### config.mk
export PLATFORM = sky130hd
export DESIGN_NAME = regfile_wb_arbiter
export DESIGN_NICKNAME = d
export VERILOG_FILES = /design/src/rtl/rf_pkg.sv /design/src/rtl/wb_fifo2.sv /design/src/rtl/regfile_wb_arbiter.sv
export SDC_FILE = /design/constraint.sdc
export NUM_CORES = 1
export LEC_CHECK = 0
export BUFFER_PORTS_ARGS = -buffer_cell sky130_fd_sc_hd__buf_2
export CELL_PAD_IN_SITES_DETAIL_PLACEMENT = 1
export CELL_PAD_IN_SITES_GLOBAL_PLACEMENT = 2
export CORE_MARGIN = 5
export CORE_UTILIZATION = 38
export DETAILED_ROUTE_END_ITERATION = 10
export PLACE_DENSITY_LB_ADDON = 0.1
export RECOVER_POWER = 50
export SYNTH_ARGS = -nofsm -noshare
export SYNTH_HDL_FRONTEND = slang
export SYNTH_HIERARCHICAL = 1
export SYNTH_SLANG_ARGS = --single-unit
export TNS_END_PERCENT = 1
### constraint.sdc
create_clock -name Clk -period 5.7 [get_ports Clk]
set_input_delay 0.57 -clock Clk [delete_from_list [all_inputs] [get_ports Clk]]
set_output_delay 0.57 -clock Clk [all_outputs]
set_load 0.005 [all_outputs]
### src/rtl/rf_pkg.sv
// Shared types for the register-file writeback path: address/data widths and the
// writeback request payload carried through the multi-cycle result FIFO.
package rf_pkg;

    localparam int unsigned NUM_REGS = 32;

    typedef logic [4:0]  reg_addr_t;
    typedef logic [31:0] data_t;

    typedef struct packed {
        reg_addr_t addr;
        data_t     data;
    } wb_req_t;

endpackage

### src/rtl/wb_fifo2.sv
// Two-entry valid/ready FIFO holding multi-cycle writeback results.
// Synchronous active-high reset empties it; in_ready_o is held low during reset.
module wb_fifo2
    import rf_pkg::*;
(
    input  logic    clk_i,
    input  logic    rst_i,
    input  logic    in_valid_i,
    output logic    in_ready_o,
    input  wb_req_t in_data_i,
    output logic    out_valid_o,
    input  logic    out_ready_i,
    output wb_req_t out_data_o
);

    logic [1:0] count_q, count_d;
    logic       wr_ptr_q, rd_ptr_q;
    wb_req_t    mem_q [2];
    logic       in_fire, out_fire;

    always_comb begin
        in_ready_o  = (count_q != 2'd2) && !rst_i;
        out_valid_o = (count_q != 2'd0);
        out_data_o  = mem_q[rd_ptr_q];
        in_fire     = in_valid_i && in_ready_o;
        out_fire    = out_valid_o && out_ready_i;
        count_d     = count_q + 2'(in_fire) - 2'(out_fire);
    end

    always_ff @(posedge clk_i) begin
        if (rst_i) begin
            count_q  <= 2'd0;
            wr_ptr_q <= 1'b0;
            rd_ptr_q <= 1'b0;
        end else begin
            count_q <= count_d;
            if (in_fire) begin
                wr_ptr_q <= ~wr_ptr_q;
            end
            if (out_fire) begin
                rd_ptr_q <= ~rd_ptr_q;
            end
        end
    end

    // Payload storage needs no reset: entries are only read while counted valid.
    always_ff @(posedge clk_i) begin
        if (in_fire) begin
            mem_q[wr_ptr_q] <= in_data_i;
        end
    end

endmodule

### src/rtl/regfile_wb_arbiter.sv
// Register-file write port arbiter: main pipeline has priority, multi-cycle results queue
// in wb_fifo2, and a busy scoreboard drives decode stall. WB_STARVE_GUARD_EN enables hold.
module regfile_wb_arbiter
    import rf_pkg::*;
#(
    parameter int unsigned STARVE_MAX = 4
) (
    input  logic        Clk,
    input  logic        Reset,
    input  logic        pipe_we,
    input  logic [4:0]  pipe_waddr,
    input  logic [31:0] pipe_wdata,
    input  logic        mc_valid,
    output logic        mc_ready,
    input  logic [4:0]  mc_waddr,
    input  logic [31:0] mc_wdata,
    input  logic        issue_valid,
    input  logic [4:0]  issue_rd,
    input  logic [4:0]  id_rs1,
    input  logic [4:0]  id_rs2,
    input  logic [4:0]  id_rd,
    output logic        stall,
    output logic        pipe_hold,
    output logic        RegWrite,
    output logic [4:0]  waddr,
    output logic [31:0] wdata
);

    wb_req_t              mc_req, head;
    logic                 head_valid, head_fire;
    logic                 pipe_req, pipe_win, hold;
    logic [NUM_REGS-1:0]  busy_q, busy_d;

    assign mc_req = '{addr: mc_waddr, data: mc_wdata};

    wb_fifo2 u_fifo (
        .clk_i       (Clk),
        .rst_i       (Reset),
        .in_valid_i  (mc_valid),
        .in_ready_o  (mc_ready),
        .in_data_i   (mc_req),
        .out_valid_o (head_valid),
        .out_ready_i (head_fire),
        .out_data_o  (head)
    );

    assign pipe_req = pipe_we && (pipe_waddr != 5'd0);

`ifdef WB_STARVE_GUARD_EN
    localparam int unsigned CntW = $clog2(STARVE_MAX + 1);

    logic [CntW-1:0] starve_q, starve_d;

    assign hold = head_valid && (starve_q == CntW'(STARVE_MAX)) && !Reset;

    always_comb begin
        starve_d = '0;
        if (head_valid && !head_fire) begin
            starve_d = starve_q + CntW'(1);
        end
    end

    always_ff @(posedge Clk) begin
        if (Reset) begin
            starve_q <= '0;
        end else begin
            starve_q <= starve_d;
        end
    end
`else
    // Guard compiled out: STARVE_MAX has no effect and the pipeline is never held.
    assign hold = (STARVE_MAX > 0) & 1'b0;
`endif

    assign pipe_win  = pipe_req && !hold;
    assign head_fire = head_valid && !pipe_win && !Reset;
    assign pipe_hold = hold;

    always_comb begin
        RegWrite = 1'b0;
        waddr    = pipe_waddr;
        wdata    = pipe_wdata;
        if (!Reset) begin
            if (pipe_win) begin
                RegWrite = 1'b1;
            end else if (head_valid) begin
                RegWrite = 1'b1;
                waddr    = head.addr;
                wdata    = head.data;
            end
        end
    end

    // Clear applies first so a same-cycle issue to the written register keeps it busy.
    always_comb begin
        busy_d = busy_q;
        if (head_fire) begin
            busy_d[head.addr] = 1'b0;
        end
        if (issue_valid && (issue_rd != 5'd0)) begin
            busy_d[issue_rd] = 1'b1;
        end
        busy_d[0] = 1'b0;
    end

    always_ff @(posedge Clk) begin
        if (Reset) begin
            busy_q <= '0;
        end else begin
            busy_q <= busy_d;
        end
    end

    assign stall = !Reset && (busy_q[id_rs1] || busy_q[id_rs2] || busy_q[id_rd]);

endmodule

### Word-level counts from Yosys, hierarchy flattened

Memories as Yosys holds them, arrays and structs flattened. A register that Yosys moved wholly into a read port is not among the register bits.
Cells that the tools add are included.
W data, S select, Z words.

* bits in latches: 0
* memory bits (writable): 74
* memories kept: 1
* memory bits (read-only): 0
* register bits: 36

Memory list
* u_fifo.mem_q: words 2, width 37, rd ports 1, clocked after memory_dff 1, write ports 1, line wb_fifo2.sv:18 `wb_req_t mem_q [2];`

* bitwise logic cells: 5
* muxes and demuxes: 25
* shifts and indexed selects: 0
* eq/ne operators: 1
* order comparisons: 7
* add/subtract/negate cells: 2
* multiply operators: 0
* divide/modulo/power cells: 0
* reduce and logical (&&, ||, !) cells: 17

Operators with widths (number)
* $mux W32: 5
* $and A32 B32 Y32: 1
* $not A32 Y32: 1
* $or A32 B32 Y32: 1
* $lt A5 B6 Y1 const B: 5
* $bmux W1 S5: 3
* $mux W5: 3
* $mux W1: 12
* $demux W1 S5: 2
* $ge A5 B1 Y1 const B: 2
* $logic_and A1 B1 Y1: 10
* $reduce_bool A5 Y1: 2
* $add A2 B1 Y2: 1
* $logic_not A1 Y1: 2
* $logic_or A1 B1 Y1: 2
* $ne A2 B2 Y1 const B: 1
* $not A1 Y1: 2
* $reduce_bool A2 Y1: 1
* $sub A2 B1 Y2: 1

### Longest topological paths before layout

Gate-level depths: netlist of the first run.

* depth after elaboration: 9
* gate-level depth with buffers: 13
* gate-level depth less buffers: 12

### Modules after synthesis

The synthesis of the first run kept the hierarchy.

Modules (own cells, without submodules)
* wb_fifo2: times used 1, cells each 142, area an instance 3067.9 um^2
* regfile_wb_arbiter: times used 1, cells each 301, area an instance 2643.8 um^2

### Least setup slack after synthesis of the first run

No wires, ideal clock.

* path type: input-to-reg
* start: in mc_valid
* end: mem u_fifo/mem_q[0][0] (netlist name) (enable)
* data arrival time: 3.161 ns
* slack: 2.062 ns
* stages on the path: 2
* buffers on the path: 0
* cells stage by stage: nand2_1 nor3_1

* cells in the longest elaborated chain, start to end: 3

Ends and longest elaborated chain
* start, declared: line regfile_wb_arbiter.sv:13 `input logic mc_valid,`
* $logic_and A1 B1 Y1: line wb_fifo2.sv:25 `in_fire = in_valid_i && in_ready_o;`
* $mux W1: line wb_fifo2.sv:48 `if (in_fire) begin`
* $mux W1 (not written as such): line wb_fifo2.sv:49 `mem_q[wr_ptr_q] <= in_data_i;`
* end, declared: line wb_fifo2.sv:18

Every way passes these cells.

### Worst setup path in the final report of the first run

* start: in Reset
* end: out wdata[2]

* cells in the longest elaborated chain, start to end: 1

Ends and longest elaborated chain
* start, declared: line regfile_wb_arbiter.sv:9 `input logic Reset,`
* $mux W32: line regfile_wb_arbiter.sv:83 `if (!Reset) begin`
* end, declared: line regfile_wb_arbiter.sv:26 `output logic [31:0] wdata`

Every way passes these cells.

==> reports/qor.csv, run 1 <==
metric,value,unit
status,"complete, but fails checks",
grt-ovfl-total,0,
crit_path_top_delay_cell,clkbuf_1,
slew-limit-headroom,-0.4547,
arrival,3.61,ns
endpoint_kind,output pin,
internal_power,0.001368,W
path_buf_inv,2,
regArea,0.002944,mm2
io_buffer_count,138,
drtIter0Drc,212,
syn_avg_cell_area,12.89,um2
synth_top_area_cell,edfxtp_1,
setup_viol,0,
syn_nets,544,
required,5.13,ns
tightest_slew,2.182,ns
postCtsHoldBufs,0,
setup_tns,0,ns
synth_top_area_frac,0.3890,
numCtsBuffers,9,
power.total,0.001768,W
swShare,0.2261,
finalCriticalPeriod,4.185,ns
clock_path_buffers,2,
hpwl,10840,um
grt_pass1_wl,22980,um
crit_family,buffers and inverters,
dieArea,0.01758,mm2
cp_cell_sequence,clkbuf_1 -> nor2_1 -> nand2_4 -> mux2_2 -> buf_2,
fmax,239.0,MHz
vias_per_cell,5.289,
fin_nets,669,
p_leak,2.551,nW
num_vias,4004,
wl,14520,um
skew,0.008018,ns
numClockSinks,110,
yosysWarnings,6,
ys_ff_latch,110,
grt_start_max_net_pins,46,
maxCapViolCount,2,
power.density,261.1,mW/mm2
hold_viol,0,
pin_count,140,
row_count,44,
syn_area,0.005712,mm2
synthToLayoutAreaGrowth,18.58,%
synth_edf_count,74,
clkTransAtPathRegs,0.07,ns
die_x,132.6,um
die_h,132.6,um
core_area,0.01464,mm2
min_period_over_period,0.7342,
clock_latency,0.35,ns
cts_tree,yes,
gp_congestion,0.7914,
yosys-top-cells-area,"edfxtp_1 (39%), dfxtp_1 (13%), mux2_2 (9.5%)",
htree_levels,3,
rsz0062_at_grt,false,
worstSetupPathType,primary input to output pin,
cts_resized,0,
drive_gt1_frac,0.4276,
drt_first_pass_iters,4,
grt_pass1_vias,4355,
drc,0,
async_flop_share,0,
clockPowerShare,0.380,
wl_per_cell,19.17,um
start_util,0.3900,
power_frac_seq,0.504,
grt_use_total,0.1655,
worstSetupStartpointType,primary input,
ys.flop_type,edfxtp_1,
netlist_instances,443,
ant_nets,0,
seq_area_frac_synth,0.5152,
fillCellCount,1564,
p_switching,0.0003997,W
violations,"capacitance limit, slew limit",
root_buffer,clkbuf_16,
num_antenna_cells,0,
path_max_fanout,45,
p_comb_frac,0.116,
cpPeakStageDelay,1.39,ns
hold_class,primary input to flop,
slew_viol_final,80,
cts_setup_buffers,0,
vdd_ir_drop_max,198.3,uV
antenna_found_initial,0,
synth_cell_types,50,
multiInputGateArea,0.002564,mm2
## per-stage QoR
step | hold slack (ns) | cell area, um2 | setup slack [ns] | util | instances
global placement | 0.4943 | 6479 | 2.453 | 0.4424 | 741
global route | 0.3903 | 6773 | 1.174 | 0.4625 | 757
finish | 0.4056 | 6773 | 1.515 | 0.4625 | 757
floorplan | 0.4591 | 5712 | 2.062 | - | 443
CTS | 0.3873 | 6799 | 2.468 | 0.4643 | 757
detailed placement | 0.5057 | 6479 | 2.299 | 0.4424 | 741
## final timing paths
| check | slack (ns) | endpoint | from | cells past startpoint |
|---|---|---|---|---|
| max | 1.52 | wdata[2] | Reset | 5 |
| min | 0.41 | u_fifo/mem_q[0][31] | mc_wdata[31] | 1 |
| max reg2reg | 2.91 | u_fifo/mem_q[0][10] | u_fifo/count_q[0] | 4 |
| min reg2reg | 0.51 | busy_q[5] | busy_q[5] | 2 |
## layout by cell type (no fill, tap or decap), types with 2 or more instances in the layout
| master | count |
|---|---|
| a2111oi_0 | 3 |
| a21oi_1 | 34 |
| a31oi_1 | 2 |
| and2_1 | 2 |
| buf_2 | 124 |
| bufinv_16 | 2 |
| clkbuf_1 | 15 |
| clkbuf_16 | 9 |
| clkinv_2 | 2 |
| dfxtp_1 | 35 |
| edfxtp_1 | 74 |
| ha_1 | 2 |
| inv_1 | 8 |
| inv_6 | 2 |
| mux2_2 | 48 |
| mux2_4 | 30 |
| mux2i_1 | 12 |
| mux4_2 | 17 |
| nand2_1 | 46 |
| nand2b_1 | 9 |
| nand3b_1 | 2 |
| nand4_1 | 5 |
| nand4b_1 | 2 |
| nor2_1 | 14 |
| nor2b_1 | 10 |
| nor3_1 | 5 |
| o21ai_0 | 24 |
| o41ai_1 | 7 |
| or2_2 | 3 |
## cell usage after synthesis (9+ instances only)
| library cell | instances |
|---|---|
| o21ai_0 | 24 |
| nor2b_1 | 10 |
| a21oi_1 | 34 |
| mux4_2 | 17 |
| nand2b_1 | 9 |
| nor2_1 | 14 |
| nand2_1 | 46 |
| dfxtp_1 | 36 |
| buf_2 | 9 |
| mux2_4 | 30 |
| mux2_2 | 48 |
| edfxtp_1 | 74 |
| mux2i_1 | 12 |
## power by group through the flow
stage          Combinational, W  Sequential (W)  Clock, W
3_5_place_dp           0.000211        0.000910         0
5_1_grt                0.000227        0.000895  0.000722
6_report               0.000205        0.000892  0.000671
4_1_cts                0.000212        0.000892  0.000689
2_1_floorplan          0.000125        0.000906         0
3_3_place_gp           0.000206        0.000908         0
## cell families after synthesis
| group | after synthesis | share of synthesized area |
|---|---|---|
| AND/OR/NAND/NOR | 106 | 0.09375 |
| adder cells (fa/ha/maj) | 2 | 0.004380 |
| AO/OA/AOI/OAI | 81 | 0.08522 |
| buffers and inverters | 34 | 0.03614 |
| XOR/XNOR | 2 | 0.003067 |
| other | 1 | 0.0006565 |
| multiplexers | 107 | 0.2616 |
| flip-flops | 110 | 0.5152 |
## flip-flops by register name, summed over array words and instances (netlist names), named ones only
| signal | flops |
|---|---|
| busy_q | 31 |
| u_fifo/rd_ptr_q | 1 |
| u_fifo/wr_ptr_q | 1 |
| u_fifo/count_q | 2 |
| u_fifo/mem_q | 74 |
## layer usage
layer	GRT usage	up-vias	share of wire
li1	-	1928	-
met1	0.2134	1945	0.44
met2	0.2765	119	0.49
met3	0.03759	12	0.058
met4	0.05370	0	0.011
met5	0	-	0
## cell type report
| type | instances | share of cell area |
|---|---|---|
| Clock buffer | 9 | 0.03325 |
| Clock inverter | 7 | 0.01404 |
| Inverter | 8 | 0.004434 |
| Multi-Input combinational cell | 299 | 0.3785 |
| Sequential cell | 110 | 0.4347 |
| Tap cell | 184 | 0.03399 |
| Timing Repair Buffer | 140 | 0.1011 |
## worst reg2reg max path: stages (launching register included)
cell and delay, ns:
dfxtp_1 0.37, nand2b_1 0.16, nand2_1 0.08, nor3_1 0.14, clkbuf_1 1.59
Power figures use the tool's default switching activity.
==> inputs of run 2 (changes only) <==
--- a/config.mk
+++ b/config.mk
@@ -9,7 +9,7 @@
 export CELL_PAD_IN_SITES_DETAIL_PLACEMENT = 1
 export CELL_PAD_IN_SITES_GLOBAL_PLACEMENT = 2
 export CORE_MARGIN = 5
-export CORE_UTILIZATION = 38
+export CORE_UTILIZATION = 35
 export DETAILED_ROUTE_END_ITERATION = 10
 export PLACE_DENSITY_LB_ADDON = 0.1
 export RECOVER_POWER = 50
==> constraint.sdc (replaced) <==
create_clock -name Clk -period 4.3 [get_ports Clk]
set_input_delay 0.43 -clock Clk [delete_from_list [all_inputs] [get_ports Clk]]
set_output_delay 0.43 -clock Clk [all_outputs]
set_load 0.005 [all_outputs]
==> run 2 against run 1 <==
Compared with the run above:
- the run still ends with capacitance limit, slew limit left
- register-to-register slack lost 1.4 ns
- cell area is essentially flat
- sequential share of layout area is essentially flat
- total power grew 27%
- clock-buffer cell count is the same
- routed wire length grew 1.6%
- global-route usage shrank 0.69 points
- clock power grew 18%
- via count grew 0.75%
- first-iteration DRC count shrank 40%
- combinational power grew 32%
==> reports/qor.csv, run 2 (same netlist as run 1, synthesis figures left out) <==
metric,value,unit,change
maxCapViolCount,1,,was 2
required,4.46,ns,was 5.13 ns
ant_nets,0,,unchanged
cp_cell_sequence,clkbuf_1 -> clkbuf_1 -> nor2b_1 -> nand2_1 -> ha_1 -> inv_1 -> ha_1 -> xor2_1 -> and2_1 -> nor3_1,,was clkbuf_1 -> nor2_1 -> nand2_4 -> mux2_2 -> buf_2
tightest_slew,1.847,ns,was 2.182 ns
slew_viol_final,41,,was 80
finalCriticalPeriod,2.951,ns,
reg_top3,"u_fifo/mem_q x74, busy_q x31, u_fifo/count_q x2",,unchanged
numCtsBuffers,9,,unchanged
die_h,137.7,um,was 132.6 um
path_buf_inv,3,,was 2
row_count,46,,was 44
grt_pass1_wl,23030,um,was 22980 um
cts_resized,0,,unchanged
final_cells,789,,was 757
grt_pass1_vias,4350,,was 4355
fillCellCount,1756,,was 1564
die_x,137.7,um,was 132.6 um
fmax,338.8,MHz,
path_max_fanout,40,,was 45
hpwl,11060,um,was 10840 um
status,"complete, but fails checks",,unchanged
p_switching,0.0005444,W,was 0.0003997 W
num_vias,4034,,was 4004
worstSetupStartpointType,primary input,,unchanged
layout_common_cells,"buf_2 (124), edfxtp_1 (74), mux2_2 (48), nand2_1 (46), dfxtp_1 (35)",,unchanged
arrival,3.11,ns,was 3.61 ns
drive_gt1_frac,0.4258,,was 0.4276
power.density,331.7,mW/mm2,was 261.1 mW/mm2
cts_tree,yes,,unchanged
io_buffer_count,138,,unchanged
endpoint_kind,flop,,was output pin
vdd_ir_drop_max,180.0,uV,was 198.3 uV
clock_path_buffers,2,,unchanged
placed_cells,774,,was 741
postCtsHoldBufs,0,,unchanged
setup_viol,0,,unchanged
drc,0,,unchanged
p_comb_frac,0.120,,was 0.116
wl_per_cell,18.68,um,was 19.17 um
power_frac_seq,0.527,,was 0.504
wl,14740,um,was 14520 um
final_common_cell,buf_2,,unchanged
numClockSinks,110,,unchanged
pin_count,140,,unchanged
setup_tns,0,ns,unchanged
internal_power,0.001701,W,was 0.001368 W
hold_class,primary input to flop,,unchanged
grt-ovfl-total,0,,unchanged
fin_nets,670,,was 669
grt_use_total,0.1586,,was 0.1655
crit_family,buffers and inverters,,unchanged
cts_setup_buffers,0,,unchanged
clockPowerShare,0.353,,was 0.380
clkTransAtPathRegs,0.08,ns,was 0.07 ns
gp_congestion,0.7573,,was 0.7914
htree_levels,3,,unchanged
swShare,0.2424,,was 0.2261
start_util,0.3583,,was 0.3900
grt_start_max_net_pins,46,,unchanged
hold_viol,0,,unchanged
dieArea,0.01897,mm2,was 0.01758 mm2
rsz0062_at_grt,false,,unchanged
num_antenna_cells,0,,unchanged
drt_first_pass_iters,4,,unchanged
slew-limit-headroom,-0.2310,,was -0.4547
p_leak,2.521,nW,was 2.551 nW
drtIter0Drc,127,,was 212
core_area,0.01594,mm2,was 0.01464 mm2
worstSetupPathType,primary input to flop,,was primary input to output pin
regMostFlops,u_fifo/mem_q,,unchanged
largest_reg_flops,74,,unchanged
clock_latency,0.35,ns,about the same
multiInputGateArea,0.002556,mm2,was 0.002564 mm2
skew,0.01135,ns,was 0.008018 ns
cpPeakStageDelay,1.34,ns,was 1.39 ns
antenna_found_initial,0,,unchanged
synthToLayoutAreaGrowth,18.53,%,was 18.58%
violations,"capacitance limit, slew limit",,unchanged
regArea,0.002944,mm2,unchanged
min_period_over_period,0.6863,,
root_buffer,clkbuf_16,,unchanged
vias_per_cell,5.113,,was 5.289
crit_path_top_delay_cell,clkbuf_1,,unchanged
[run 2: layout make-up]
type | count | share of cell area
Clock buffer | 9 | 0.03327
Clock inverter | 6 | 0.008132
Inverter | 8 | 0.004435
Multi-Input combinational cell | 299 | 0.3776
Sequential cell | 110 | 0.4349
Tap cell | 216 | 0.03992
Timing Repair Buffer | 141 | 0.1018
[run 2: layer usage]
layer | global-route usage | vias to the layer above | part of all wire
met5 | 0 | - | 0
li1 | - | 1931 | -
met4 | 0.05269 | 0 | 0.014
met2 | 0.2606 | 94 | 0.49
met1 | 0.2076 | 1995 | 0.45
met3 | 0.03543 | 14 | 0.050
[run 2: stage by stage]
step / hold WS (ns) / power, W / utilization / setup WS [ns] / cell area (um2)
2_1_floorplan: 0.4591 / 0.001367 / - / 0.7621 / 5712
3_3_place_gp: 0.4939 / 0.001478 / 0.4094 / 1.384 / 6526
3_5_place_dp: 0.5122 / 0.001487 / 0.4094 / 1.260 / 6526
4_1_cts: 0.2466 / 0.002282 / 0.4269 / 1.374 / 6807
5_1_grt: 0.2466 / 0.002359 / 0.4247 / 1.052 / 6770
6_report: 0.2656 / 0.002246 / 0.4247 / 1.349 / 6770
[run 2: worst paths after layout]
path,from,to,slack (ns),cells past startpoint
hold / removal,mc_wdata[21],u_fifo/mem_q[0][21],0.27,1
hold reg to reg,u_fifo/rd_ptr_q,flop,0.51,2
setup / recovery,Reset,u_fifo/count_q[1],1.35,10
setup reg to reg,u_fifo/count_q[1],u_fifo/count_q[1],1.54,12
[run 2: power by group through the flow]
stage	combinational, W	sequential (W)	clock (W)
floorplan	0.000166	0.00120	0
global placement	0.000274	0.00120	0
detailed placement	0.000280	0.00121	0
CTS	0.000281	0.00118	0.000818
global route	0.000300	0.00119	0.000873
finish	0.000270	0.00118	0.000793
[run 2: worst register-to-register path: stages (launching register included)]
cell	delay [ns]
dfxtp_1	0.39
or2_2	0.14
inv_1	0.04
nor2_1	0.43
nand2_4	0.44
inv_1	0.15
o21a_1	0.17
ha_1	0.23
inv_1	0.06
ha_1	0.14
xor2_1	0.19
and2_1	0.16
nor3_1	0.04
